File: src/rtl/pong_ball_engine.sv
// Frame-stepped pong ball physics, paddle/wall collision, scoring and game-state sequencing.
// The ball advances once per rising edge of screen_end; all geometry comes from parameters.
//
//  state | meaning
//  ------+----------------------------------------------------------
//  IDLE  | power-up hold, ball parked at serve, waits for start
//  SERVE | ball parked at serve for SERVE_FRAMES frames
//  PLAY  | ball moves each frame, bounces, paddle hits and goals
//  OVER  | a player reached WIN_SCORE, everything frozen until start
module pong_ball_engine #(
   parameter int X_W          = 10,
   parameter int Y_W          = 9,
   parameter int X_MAX        = 628,
   parameter int Y_MAX        = 463,
   parameter int X_INIT       = 320,
   parameter int Y_INIT       = 240,
   parameter int SPEED        = 1,
   parameter int PAD_HW       = 25,
   parameter int PAD_HH       = 33,
   parameter int WIN_SCORE    = 3,
   parameter int SCORE_W      = 4,
   parameter int SERVE_FRAMES = 60
) (
   input  logic               clock,
   input  logic               reset,
   input  logic               screen_end,
   input  logic               start,
   input  logic [X_W-1:0]     p1_x,
   input  logic [Y_W-1:0]     p1_y,
   input  logic [X_W-1:0]     p2_x,
   input  logic [Y_W-1:0]     p2_y,
   output logic [X_W-1:0]     ball_x,
   output logic [Y_W-1:0]     ball_y,
   output logic               ball_xdir,
   output logic               ball_ydir,
   output logic [SCORE_W-1:0] p1_score,
   output logic [SCORE_W-1:0] p2_score,
   output logic [1:0]         winner,
   output logic [1:0]         state,
   output logic               goal_pulse
);

   localparam logic [1:0] IDLE  = 2'b00;
   localparam logic [1:0] SERVE = 2'b01;
   localparam logic [1:0] PLAY  = 2'b10;
   localparam logic [1:0] OVER  = 2'b11;

   localparam int CNT_W = (SERVE_FRAMES > 1) ? $clog2(SERVE_FRAMES) : 1;

   localparam logic [X_W:0]         SPD_X    = (X_W+1)'(SPEED);
   localparam logic [Y_W:0]         SPD_Y    = (Y_W+1)'(SPEED);
   localparam logic [X_W:0]         XMAX_E   = (X_W+1)'(X_MAX);
   localparam logic [Y_W:0]         YMAX_E   = (Y_W+1)'(Y_MAX);
   localparam logic [Y_W-1:0]       YMAX_N   = Y_W'(Y_MAX);
   localparam logic [X_W:0]         PHW_E    = (X_W+1)'(PAD_HW);
   localparam logic [Y_W:0]         PHH_E    = (Y_W+1)'(PAD_HH);
   localparam logic [X_W-1:0]       XINIT    = X_W'(X_INIT);
   localparam logic [Y_W-1:0]       YINIT    = Y_W'(Y_INIT);
   localparam logic [CNT_W-1:0]     CNT_LAST = CNT_W'(SERVE_FRAMES - 1);
   localparam logic [SCORE_W-1:0]   WIN      = SCORE_W'(WIN_SCORE);

   logic               screenEndQ;
   logic               tick;
   logic [CNT_W-1:0]   serveCnt;
   logic [X_W:0]       xExt, nextXCand;
   logic [Y_W:0]       yExt;
   logic [X_W:0]       p1xExt, p2xExt, p1Lo, p1Hi, p2Lo, p2Hi;
   logic [Y_W:0]       p1yExt, p2yExt, p1yLo, p1yHi, p2yLo, p2yHi;
   logic [Y_W-1:0]     nextY;
   logic               nextYdir;
   logic               hitP1, hitP2, goalP1, goalP2;
   logic [SCORE_W-1:0] p1Inc, p2Inc;

   always_comb begin
      tick   = screen_end & ~screenEndQ;
      xExt   = {1'b0, ball_x};
      yExt   = {1'b0, ball_y};
      p1xExt = {1'b0, p1_x};
      p2xExt = {1'b0, p2_x};
      p1yExt = {1'b0, p1_y};
      p2yExt = {1'b0, p2_y};

      // paddle boxes clamp at zero so a paddle near the edge never wraps high
      p1Lo  = (p1xExt < PHW_E) ? '0 : p1xExt - PHW_E;
      p1Hi  = p1xExt + PHW_E;
      p2Lo  = (p2xExt < PHW_E) ? '0 : p2xExt - PHW_E;
      p2Hi  = p2xExt + PHW_E;
      p1yLo = (p1yExt < PHH_E) ? '0 : p1yExt - PHH_E;
      p1yHi = p1yExt + PHH_E;
      p2yLo = (p2yExt < PHH_E) ? '0 : p2yExt - PHH_E;
      p2yHi = p2yExt + PHH_E;

      nextY    = ball_y;
      nextYdir = ball_ydir;
      if (!ball_ydir) begin
         if (yExt < SPD_Y) begin
            nextY    = '0;
            nextYdir = 1'b1;
         end else begin
            nextY = Y_W'(yExt - SPD_Y);
         end
      end else begin
         if (yExt + SPD_Y >= YMAX_E) begin
            nextY    = YMAX_N;
            nextYdir = 1'b0;
         end else begin
            nextY = Y_W'(yExt + SPD_Y);
         end
      end

      nextXCand = ball_xdir ? xExt + SPD_X : ((xExt < SPD_X) ? '0 : xExt - SPD_X);
      hitP1  = !ball_xdir && nextXCand >= p1Lo && nextXCand <= p1Hi
               && yExt >= p1yLo && yExt <= p1yHi;
      hitP2  = ball_xdir && nextXCand >= p2Lo && nextXCand <= p2Hi
               && yExt >= p2yLo && yExt <= p2yHi;
      goalP2 = !ball_xdir && !hitP1 && xExt <= SPD_X;
      goalP1 = ball_xdir && !hitP2 && xExt + SPD_X >= XMAX_E;
      p1Inc  = p1_score + 1'b1;
      p2Inc  = p2_score + 1'b1;
   end

   always_ff @(posedge clock) begin
      if (reset) begin
         screenEndQ <= 1'b0;
         serveCnt   <= '0;
         ball_x     <= XINIT;
         ball_y     <= YINIT;
         ball_xdir  <= 1'b1;
         ball_ydir  <= 1'b0;
         p1_score   <= '0;
         p2_score   <= '0;
         winner     <= 2'd0;
         state      <= IDLE;
         goal_pulse <= 1'b0;
      end else begin
         screenEndQ <= screen_end;
         goal_pulse <= 1'b0;
         case (state)
            IDLE: begin
               if (start) begin
                  state    <= SERVE;
                  serveCnt <= '0;
               end
            end
            SERVE: begin
               if (tick) begin
                  if (serveCnt == CNT_LAST) begin
                     state    <= PLAY;
                     serveCnt <= '0;
                  end else begin
                     serveCnt <= serveCnt + 1'b1;
                  end
               end
            end
            PLAY: begin
               if (tick) begin
                  ball_y    <= nextY;
                  ball_ydir <= nextYdir;
                  if (hitP1) begin
                     ball_xdir <= 1'b1;
                  end else if (hitP2) begin
                     ball_xdir <= 1'b0;
                  end else if (goalP1 || goalP2) begin
                     goal_pulse <= 1'b1;
                     ball_x     <= XINIT;
                     ball_y     <= YINIT;
                     serveCnt   <= '0;
                     // serve heads toward whoever just conceded
                     if (goalP1) begin
                        p1_score  <= p1Inc;
                        ball_xdir <= 1'b1;
                        if (p1Inc == WIN) begin
                           state  <= OVER;
                           winner <= 2'd1;
                        end else begin
                           state <= SERVE;
                        end
                     end else begin
                        p2_score  <= p2Inc;
                        ball_xdir <= 1'b0;
                        if (p2Inc == WIN) begin
                           state  <= OVER;
                           winner <= 2'd2;
                        end else begin
                           state <= SERVE;
                        end
                     end
                  end else begin
                     ball_x <= nextXCand[X_W-1:0];
                  end
               end
            end
            default: begin
               if (start) begin
                  p1_score <= '0;
                  p2_score <= '0;
                  winner   <= 2'd0;
                  state    <= SERVE;
                  serveCnt <= '0;
               end
            end
         endcase
      end
   end

endmodule

File: config.mk
export PLATFORM = sky130hd
export DESIGN_NAME = pong_ball_engine
export DESIGN_NICKNAME = d
export VERILOG_FILES = /design/src/rtl/pong_ball_engine.sv
export SDC_FILE = /design/constraint.sdc
export NUM_CORES = 1
export LEC_CHECK = 0
export BUFFER_PORTS_ARGS = -buffer_cell sky130_fd_sc_hd__clkbuf_2
export CORE_MARGIN = 2
export CORE_UTILIZATION = 64
export DETAILED_ROUTE_END_ITERATION = 7
export MAX_ROUTING_LAYER = met4
export PLACE_DENSITY = 0.88
export SLEW_MARGIN = 20
export SYNTH_ARGS = -nofsm -noshare
export SYNTH_HDL_FRONTEND = slang
export SYNTH_SLANG_ARGS = --single-unit
File: constraint.sdc
create_clock -name clock -period 9.1 [get_ports clock]
set_input_delay 0.91 -clock clock [delete_from_list [all_inputs] [get_ports clock]]
set_output_delay 0.91 -clock clock [all_outputs]
set_load 0.1 [all_outputs]
==> metrics.txt <==
# TYPE chip_impl_metric gauge
chip_impl_info{name="synth_ff_type",value="sky130_fd_sc_hd__dfxtp_1"} 1
chip_impl_metric{name="clock-sinks",unit=""} 41
chip_impl_metric{name="power_density",unit="nW/um2"} 89.1
chip_impl_metric{name="slowest_stage_delay_on_critical_path",unit="ns"} 0.65
chip_impl_info{name="clock-root-buffer",value="sky130_fd_sc_hd__clkbuf_8"} 1
chip_impl_metric{name="critPathMaxFanout",unit=""} 14
chip_impl_metric{name="worst-endpoint-arrival",unit="ns"} 5.31
chip_impl_metric{name="vias_per_cell",unit=""} 6.14
chip_impl_info{name="yosys.area.top_type",value="sky130_fd_sc_hd__ha_1"} 1
chip_impl_metric{name="cts_hold_buf",unit=""} 0
chip_impl_metric{name="nets",unit=""} 1040
chip_impl_info{name="critical_path_class",value="flop to flop"} 1
chip_impl_metric{name="dieWidth",unit="um"} 103
chip_impl_metric{name="gr-usage-all-layers",unit="%"} 29.6
chip_impl_metric{name="initial_core_util",unit="%"} 64.8
chip_impl_metric{name="timing.setup.tns",unit="ns"} 0
chip_impl_metric{name="clk_pin_slew",unit="ns"} 0.08
chip_impl_metric{name="insertion_delay",unit="ns"} 0.30
chip_impl_metric{name="dpl-instance-area",unit="um2"} 6590
chip_impl_metric{name="postRouteWirelength",unit="um"} 15400
chip_impl_metric{name="synth.net_count",unit=""} 1007
chip_impl_info{name="cp_startpoint_kind",value="flop"} 1
chip_impl_metric{name="detailedPlacementHpwl",unit="um"} 11900
chip_impl_metric{name="multi_input_comb_area",unit="um2"} 5080
chip_impl_metric{name="ctsLongestPathBuffers",unit=""} 2
chip_impl_metric{name="vdd_ir_drop_max",unit="mV"} 0.0870
chip_impl_metric{name="number_of_cts_inserted_buffers",unit=""} 5
chip_impl_metric{name="grt_pass1_vias",unit=""} 5691
chip_impl_info{name="worst_setup_path_end_kind",value="flop"} 1
chip_impl_metric{name="drt_pre_antenna_iters",unit=""} 5
chip_impl_metric{name="drt-wirelength-per-cell",unit="um"} 14.9
chip_impl_metric{name="cts_resized",unit=""} 0
chip_impl_metric{name="clock-skew-final",unit="ns"} 0.00701
chip_impl_metric{name="post_cts_buffers",unit=""} 0
chip_impl_info{name="timing.critical_path.mode_cell",value="sky130_fd_sc_hd__a21oi_1"} 1
chip_impl_metric{name="place.detailed.instances",unit=""} 1021
chip_impl_metric{name="stdcell_count",unit=""} 1029
chip_impl_metric{name="detailroute.via_count",unit=""} 6314
chip_impl_info{name="cells_along_the_critical_path",value="nor3_1, and3_1, a21oi_1, a22oi_1, a21oi_1, ha_1, a21oi_1, o22ai_1, or4_1, o221ai_1, nor4b_4, nor2_2, o211ai_1, or4_1, a21oi_1"} 1
chip_impl_metric{name="postSynthCellCount",unit=""} 862
chip_impl_metric{name="synthToLayoutAreaGrowth",unit="%"} 7.37
chip_impl_metric{name="mean_cell_area_of_the_mapped_netlist",unit="um2"} 7.24
chip_impl_metric{name="layout_min_cycle_time",unit="ns"} 5.09
chip_impl_metric{name="yosysSeqAreaShare",unit="%"} 13.1
chip_impl_info{name="yosys-top-cells-area",value="sky130_fd_sc_hd__ha_1, sky130_fd_sc_hd__dfxtp_1, sky130_fd_sc_hd__nand2_1"} 1
chip_impl_metric{name="yosys_warnings",unit=""} 0
chip_impl_metric{name="pin_count_of_the_biggest_net_entering_global_routing",unit=""} 30
chip_impl_info{name="run_status",value="finished, final reports clean"} 1
chip_impl_metric{name="dr.first_iter.drc_count",unit=""} 392
chip_impl_metric{name="antenna_violating_nets_post_route",unit=""} 0
chip_impl_metric{name="leakage_power",unit="nW"} 2.85
chip_impl_metric{name="setup_viol",unit=""} 0
chip_impl_metric{name="grt_remaining_overflow",unit=""} 0
chip_impl_metric{name="finalHoldWorstSlack",unit="ns"} 0.483
chip_impl_metric{name="grt_antenna_before_repair",unit=""} 0
chip_impl_info{name="slowest_stage",value="sky130_fd_sc_hd__dfxtp_1"} 1
chip_impl_metric{name="synth_cell_types",unit=""} 71
chip_impl_metric{name="max_slew.worst_pin.slew",unit="ns"} 0.983
chip_impl_metric{name="coreArea",unit="um2"} 9640
chip_impl_metric{name="ys_async_sr_fraction",unit="%"} 0
chip_impl_metric{name="fin_crit_sh",unit="%"} 56.0
chip_impl_info{name="grt_setup_unrepaired",value="false"} 1
chip_impl_metric{name="placementRows",unit=""} 36
chip_impl_metric{name="layout.area.seq",unit="um2"} 821
chip_impl_metric{name="max_freq",unit="MHz"} 196
chip_impl_metric{name="timing_hold_violations_final",unit=""} 0
chip_impl_metric{name="die_area",unit="um2"} 10600
chip_impl_info{name="clock_tree_from_tritoncts",value="built"} 1
chip_impl_metric{name="place.gp.congestion",unit=""} 0.946
chip_impl_metric{name="die_height",unit="um"} 103
chip_impl_metric{name="number_of_synthesized_flops_with_an_enable_pin",unit=""} 0
chip_impl_metric{name="layout.cell_area.non_filler",unit="um2"} 6700
chip_impl_metric{name="required",unit="ns"} 9.32
chip_impl_metric{name="netlist_area",unit="um2"} 6240
chip_impl_metric{name="worst_slew_margin_rel",unit="%"} 33.6
chip_impl_metric{name="area_share_of_the_largest_cell_type_after_synthesis",unit="%"} 20.6
chip_impl_metric{name="drv_cap",unit=""} 0
chip_impl_info{name="worst_hold_path_type",value="flop to flop"} 1
chip_impl_metric{name="fillerInstances",unit=""} 872
chip_impl_metric{name="synth_seq_cells",unit=""} 41
chip_impl_metric{name="h-tree-depth",unit=""} 2
chip_impl_metric{name="timing_max_transition_violations_final",unit=""} 0
chip_impl_metric{name="n_diodes",unit=""} 0
chip_impl_metric{name="post-route-drc-count",unit=""} 0
chip_impl_metric{name="io-pin-count",unit=""} 76
chip_impl_metric{name="post_route_cells_drive_above_1_share",unit="%"} 11.4
chip_impl_metric{name="grt_first_pass_wirelength",unit="um"} 25000
chip_impl_metric{name="placement.io_buffers",unit=""} 75
-- cells in the final DEF, fill, tap and decap left out, types with 5 or more instances in the layout --
master / n
sky130_fd_sc_hd__clkbuf_2: 75
sky130_fd_sc_hd__a211oi_1: 6
sky130_fd_sc_hd__o21ai_0: 37
sky130_fd_sc_hd__ha_1: 103
sky130_fd_sc_hd__nor3b_1: 6
sky130_fd_sc_hd__nand4_1: 14
sky130_fd_sc_hd__dfxtp_1: 41
sky130_fd_sc_hd__nand2_1: 102
sky130_fd_sc_hd__inv_1: 39
sky130_fd_sc_hd__xnor2_1: 36
sky130_fd_sc_hd__nand3_1: 37
sky130_fd_sc_hd__a21oi_1: 56
sky130_fd_sc_hd__a31oi_1: 15
sky130_fd_sc_hd__and3_1: 9
sky130_fd_sc_hd__o21a_1: 7
sky130_fd_sc_hd__nor2b_1: 6
sky130_fd_sc_hd__o31ai_1: 10
sky130_fd_sc_hd__xor2_1: 28
sky130_fd_sc_hd__o211ai_1: 12
sky130_fd_sc_hd__or4_1: 7
sky130_fd_sc_hd__nor2_1: 69
sky130_fd_sc_hd__nand2b_1: 13
sky130_fd_sc_hd__a22oi_1: 7
sky130_fd_sc_hd__or3_1: 5
sky130_fd_sc_hd__and2_1: 8
sky130_fd_sc_hd__nor3_1: 30
sky130_fd_sc_hd__o22ai_1: 10
sky130_fd_sc_hd__clkbuf_8: 6
sky130_fd_sc_hd__a21o_1: 8
sky130_fd_sc_hd__nor4_1: 6
sky130_fd_sc_hd__nand3b_1: 10
-- cell usage after synthesis, types with 11 or more instances --
cell                       number
sky130_fd_sc_hd__nor2_1        69
sky130_fd_sc_hd__a21oi_1       56
sky130_fd_sc_hd__inv_1         39
sky130_fd_sc_hd__clkbuf_1      36
sky130_fd_sc_hd__dfxtp_1       41
sky130_fd_sc_hd__buf_2         11
sky130_fd_sc_hd__o21ai_0       37
sky130_fd_sc_hd__nand4_1       14
sky130_fd_sc_hd__a31oi_1       15
sky130_fd_sc_hd__ha_1         103
sky130_fd_sc_hd__xnor2_1       36
sky130_fd_sc_hd__nand2b_1      13
sky130_fd_sc_hd__nor3_1        30
sky130_fd_sc_hd__nand2_1      102
sky130_fd_sc_hd__o211ai_1      12
sky130_fd_sc_hd__xor2_1        28
sky130_fd_sc_hd__nand3_1       37
-- metal layers --
layer | vias up | wire, um | track usage (%)
met2 | 216 | 7210 | 50.1
met1 | 2846 | 6850 | 36.9
met3 | 35 | 992 | 3.86
met4 | 0 | 314 | 9.01
li1 | 3217 | - | -
met5 | - | 0 | -
-- final cells by class --
| type | instances | share of cell area, % |
|---|---|---|
| Multi-Input combinational cell | 733 | 75.8 |
| Tap cell | 133 | 2.48 |
| Sequential cell | 41 | 12.2 |
| Inverter | 39 | 2.18 |
| Clock inverter | 1 | 0.448 |
| Timing Repair Buffer | 75 | 5.60 |
| Clock buffer | 7 | 1.29 |
-- per-stage QoR --
step	util, %	total power, W	setup WS, ns
after floorplan	-	0.000390	4.31
after global placement	68.3	0.000438	3.95
after detailed placement	68.3	0.000443	3.81
after CTS	69.5	0.000595	4.10
after global routing	69.5	0.000639	3.66
final	69.5	0.000598	4.01
-- flip-flops by register name, indices dropped and copies added, names as in the netlist, 2 cells and up --
name      cells
p1_score      4
ball_y        9
ball_x       10
serveCnt      6
state         2
winner        2
p2_score      4
-- cells by family after synthesis --
logic type | after synthesis | synth area share (%)
adders and majority gates | 103 | 20.6
muxes | 6 | 1.02
AOI/OAI and AO/OA | 212 | 22.1
DFF | 41 | 13.1
and+or+nand+nor | 348 | 28.6
buffers and inverters | 88 | 5.51
xor gates and xnor gates | 64 | 8.98
-- worst paths after layout --
kind | startpoint | endpoint | slack [ns] | cells after the start
setup / recovery | ball_x[3] | serveCnt[3] | 4.01 | 15
hold / removal | winner[1] | winner[1] | 0.48 | 2
setup reg to reg | ball_x[3] | serveCnt[3] | 4.01 | 15
hold reg to reg | winner[1] | winner[1] | 0.48 | 2
-- where the power goes --
group	internal, W	switching (W)
clock network	0.0000895	0.0000638
logic	0.0000911	0.000160
registers	0.000184	0.00000859
-- critical path, delay by kind of cell (launching register included) --
family | cells | cell delay [ns]
flops | 1 | 0.65
compound gates | 8 | 2.19
fa+ha+maj | 1 | 0.35
simple gates | 6 | 1.81
Power figures use the tool's default switching activity.
